$ cat src/rtl/clk_divider_pkg.sv
// Shared helpers for the clock divider stages: counter sizing and phase split.
package clk_divider_pkg;

  // Counter width for a divide ratio: clog2(div), never less than one bit.
  function automatic int unsigned cnt_width(input int unsigned div);
    int unsigned w;
    w = $clog2(div);
    return (w < 1) ? 1 : w;
  endfunction

  // Length of the low phase: ceil(div/2), so odd ratios get the longer low phase.
  function automatic int unsigned half(input int unsigned div);
    return (div + 1) / 2;
  endfunction

endpackage

$ cat src/rtl/clk_divider_stage.sv
// One divider stage: a wrapping counter plus a registered output flop.
module clk_divider_stage
  import clk_divider_pkg::*;
#(
  parameter int unsigned DIV = 8
) (
  input  logic clk_i,
  input  logic rst_i,
  output logic div_out_o
);

  localparam int unsigned W    = cnt_width(DIV);
  localparam logic [W-1:0] LAST = W'(DIV - 1);
  localparam logic [W-1:0] HALF = W'(half(DIV));

  logic [W-1:0] cnt_q, cnt_d;
  logic         div_q, div_d;

  // Next count wraps at DIV-1; output is loaded from the next count so it
  // always equals (cnt_q >= HALF) without any combinational path to the pin.
  always_comb begin
    cnt_d = (cnt_q == LAST) ? '0 : cnt_q + W'(1);
    div_d = (cnt_d >= HALF);
  end

  // Counter and output flop, reset has priority.
  always_ff @(posedge clk_i) begin
    if (rst_i) begin
      cnt_q <= '0;
      div_q <= 1'b0;
    end else begin
      cnt_q <= cnt_d;
      div_q <= div_d;
    end
  end

  assign div_out_o = div_q;

endmodule

$ cat src/rtl/clk_divider.sv
// Free-running divider producing MCLK (div_a) and a slower clock (div_b).
module clk_divider #(
  parameter int unsigned DIV_A = 8,
  parameter int unsigned DIV_B = 256
) (
  input  logic rst_i,
  input  logic clk_i,
  output logic div_a,
  output logic div_b
);

  if (DIV_A < 2) begin : g_bad_div_a
    $fatal(1, "clk_divider: DIV_A must be at least 2 (got %0d)", DIV_A);
  end
  if (DIV_B < 2) begin : g_bad_div_b
    $fatal(1, "clk_divider: DIV_B must be at least 2 (got %0d)", DIV_B);
  end

  clk_divider_stage #(.DIV(DIV_A)) u_stage_a (
    .clk_i     (clk_i),
    .rst_i     (rst_i),
    .div_out_o (div_a)
  );

  clk_divider_stage #(.DIV(DIV_B)) u_stage_b (
    .clk_i     (clk_i),
    .rst_i     (rst_i),
    .div_out_o (div_b)
  );

endmodule

$ cat config.mk
export PLATFORM = sky130hd
export DESIGN_NAME = clk_divider
export DESIGN_NICKNAME = d
export VERILOG_FILES = /design/src/rtl/clk_divider_pkg.sv /design/src/rtl/clk_divider_stage.sv /design/src/rtl/clk_divider.sv
export SDC_FILE = /design/constraint.sdc
export NUM_CORES = 1
export LEC_CHECK = 0
export BUFFER_PORTS_ARGS = -buffer_cell sky130_fd_sc_hd__buf_4
export CAP_MARGIN = 0
export CORE_AREA = 2 2 39 41
export CTS_CLUSTER_SIZE = 28
export DETAILED_ROUTE_END_ITERATION = 8
export DIE_AREA = 0 0 41 43
export PLACE_DENSITY = 0.63
export SLEW_MARGIN = 5
export SYNTH_ARGS = -nofsm -noshare
export SYNTH_HDL_FRONTEND = slang
export SYNTH_HIERARCHICAL = 1
export SYNTH_SLANG_ARGS = --single-unit
$ cat constraint.sdc
create_clock -name clk_i -period 1.6 [get_ports clk_i]
set_input_delay 0.16 -clock clk_i [delete_from_list [all_inputs] [get_ports clk_i]]
set_output_delay 0.16 -clock clk_i [all_outputs]
set_load 0.05 [all_outputs]
==> impl_metrics.toml <==
[yosys]
ys_ff_latch = 12
synthesis.nets = 52
syn_area_um2 = 473
synth_top_cell_by_area = "dfxtp_1"
ys_seq_area_share_pct = 50.8
synth.top_cells.by_area = "dfxtp_1 51%, ha_1 7.9%, nand3_1 5.3%"
synth_cells = 47
ys_types = 16
syn_avg_cell_area_um2 = 10.1
synth_edf_count = 0
ys_async_sr_fraction_pct = 0
yosysWarnings = 6
ys.flop_type = "dfxtp_1"
synth_top_area_share_pct = 50.8

[power_and_ir_drop]
powerDensity_nw_per_um2 = 1140
irDropWorstVdd_uv = 374
p_leak_nw = 0.205

[final_layout]
multi_input_area_um2 = 233
diodes = 0
fillCellCount = 140
instances_no_fill = 70
seq_area_um2 = 240
final_area_um2 = 552
drive_above_1_share_pct = 16.7
nets = 60
post-route-util_pct = 39.9
area_growth_pct = 16.7

[critical_path]
reg2regPathDepth = 4
crit_fanout = 5
worstSetupEndpoint = "u_stage_b/cnt_q[6]"
regToRegSetupSlack_ns = 0.31
critPathArrivalTime_ns = 1.50
worst-path-stages = 4
critPathTopFamily = "simple AND/OR/NAND/NOR gates"
worstPathCellList = "ha_1, nand2_1, or3_1, a21oi_1"
r2r-end = "u_stage_b/cnt_q[6]"
crit_buf_inv = 0
crit_start = "u_stage_b/cnt_q[0]"
r2r-start = "u_stage_b/cnt_q[0]"
criticalPathCategory = "reg -> reg"
max_stage_delay_ns = 0.40
crit_path_top_delay_cell = "dfxtp_1"
cp-start-kind = "flip-flop"
critPathCaptureType = "flip-flop"
worst-endpoint-required_ns = 1.80

[sta]
hold_ws_ns = 0.142
tightestPinTransition_ns = 0.259
setup_viol = 0
fin_worst_skew_ns = 0.00226
timing.fmax_ghz = 0.773
max_slew_margin_pct = 82.7
fin_tns_setup_ns = 0
finalCritPeriodShare_pct = 80.8
rsz0062_at_grt = "false"
hold_viol = 0
post-route-min-period_ns = 1.29
drv_slew = 0

[global_routing]
grt_pass1_wl_um = 1280
grt-ovfl-total = 0
grt_max_degree = 12
grt_pass1_vias = 325
grtUsageTotal_pct = 11.4
antenna_found_initial = 0

[place]
hpwl_um = 516
io_buffers = 3
placed_area_um2 = 515
dp_cells = 66
gp_congestion = 0.644

[min_path]
hp-class = "in -> reg"

[clocking]
ctsLongestPathBuffers = 2
cts.htree.levels = 1
cts_tree = "yes"
cts_made_buffers = 3
post-cts-setup-buffers = 0
root_buffer = "clkbuf_4"
hold_buffers = 0
clkTransAtPathRegs_ns = 0.07
cts.sinks = 12
cts.repair.resized = 0
clkLatencyLatePin_ns = 0.27

[flow_run]
maxCapViolCount = 0

[routing]
drcViolationCount = 0
wl_per_cell_um = 10.3
drtIter0Drc = 7
ant_nets = 0
vias = 337
first_pass_iters = 4
vias_per_cell = 4.81
wl_um = 718

[floorplanning]
die_w_um = 41
die_area_um2 = 1760
die_y_um = 43
coreArea_um2 = 1380
start_util_pct = 34.2
io_pins = 4
fp-row-count = 14

[run_status]
status = "completed"
## where the power goes
group | total [mW] | switching (mW) | leakage, nW | internal [mW]
registers | 0.337 | 0.0179 | 0.0984 | 0.319
logic | 0.0567 | 0.0328 | 0.0851 | 0.0239
clock network | 0.236 | 0.0974 | 0.0210 | 0.138
## state kept, by name, summed over array words and instances, names as in the netlist
signal               flops
u_stage_a/cnt_q          3
u_stage_b/cnt_q          8
u_stage_b/div_out_o      1
## per-layer routing
layer | vias to the layer above | GRT usage, % | wire length (um)
met2 | 3 | 14.4 | 316
met4 | 0 | 12.0 | 14
met1 | 148 | 13.9 | 374
met3 | 2 | 3.14 | 12
met5 | - | 0 | 0
li1 | 184 | - | -
## placed cells by master, fill, tap and decap left out
| master | instances |
|---|---|
| xnor2_1 | 1 |
| nor2_1 | 4 |
| clkbuf_4 | 3 |
| nand3_1 | 5 |
| buf_4 | 3 |
| nor3_2 | 1 |
| xor2_1 | 2 |
| a31oi_1 | 3 |
| o21bai_1 | 1 |
| a21oi_1 | 1 |
| dfxtp_1 | 12 |
| nor2b_1 | 3 |
| nand4_1 | 2 |
| o21ai_0 | 1 |
| ha_1 | 3 |
| clkbuf_8 | 1 |
| or3_1 | 3 |
| nand2_1 | 4 |
| nand3_4 | 1 |
## per-stage QoR
stage               setup slack (ns)  power (mW)
floorplan                      0.404       0.381
global placement               0.377       0.399
detailed placement             0.336       0.401
CTS                            0.321       0.637
global route                   0.192       0.668
finish                         0.307       0.629
## worst min path at each step
stage                     start            endpoint  slack [ns]  depth (start not counted)
after detailed placement  rst_i  u_stage_b/cnt_q[6]        0.43                          2
after CTS                 rst_i  u_stage_b/cnt_q[6]        0.13                          2
after floorplan           rst_i  u_stage_b/cnt_q[6]        0.23                          1
after global placement    rst_i  u_stage_b/cnt_q[6]        0.42                          2
after global routing      rst_i  u_stage_b/cnt_q[2]        0.14                          2
final                     rst_i  u_stage_a/cnt_q[0]        0.14                          2
## worst register-to-register path, stage by stage (launching register included)
cell and delay [ns]:
dfxtp_1 0.40, ha_1 0.27, nand2_1 0.11, or3_1 0.32
a21oi_1 0.13
## Yosys cell counts, types with 2 or more instances
| library cell | count |
|---|---|
| nand4_1 | 2 |
| xor2_1 | 2 |
| nand3_1 | 5 |
| nor2_1 | 4 |
| or3_1 | 3 |
| nand2_1 | 4 |
| nor2b_1 | 3 |
| ha_1 | 3 |
| dfxtp_1 | 12 |
| a31oi_1 | 3 |
## cell type report
type                       count  share of cell area, %
multi-input combinational     35                   42.2
clock buffer                   4                   6.58
timing repair buffer           3                   4.08
sequential                    12                   43.5
tap                           16                   3.63
## cell families after synthesis
kind of cell / synth area share (%)
AND/OR/NAND/NOR: 28.0
flip-flops: 50.8
AO/OA/AOI/OAI: 7.67
XOR/XNOR: 5.56
adder cells (fa/ha/maj): 7.94
No activity file was read; power rests on OpenSTA's default activity.
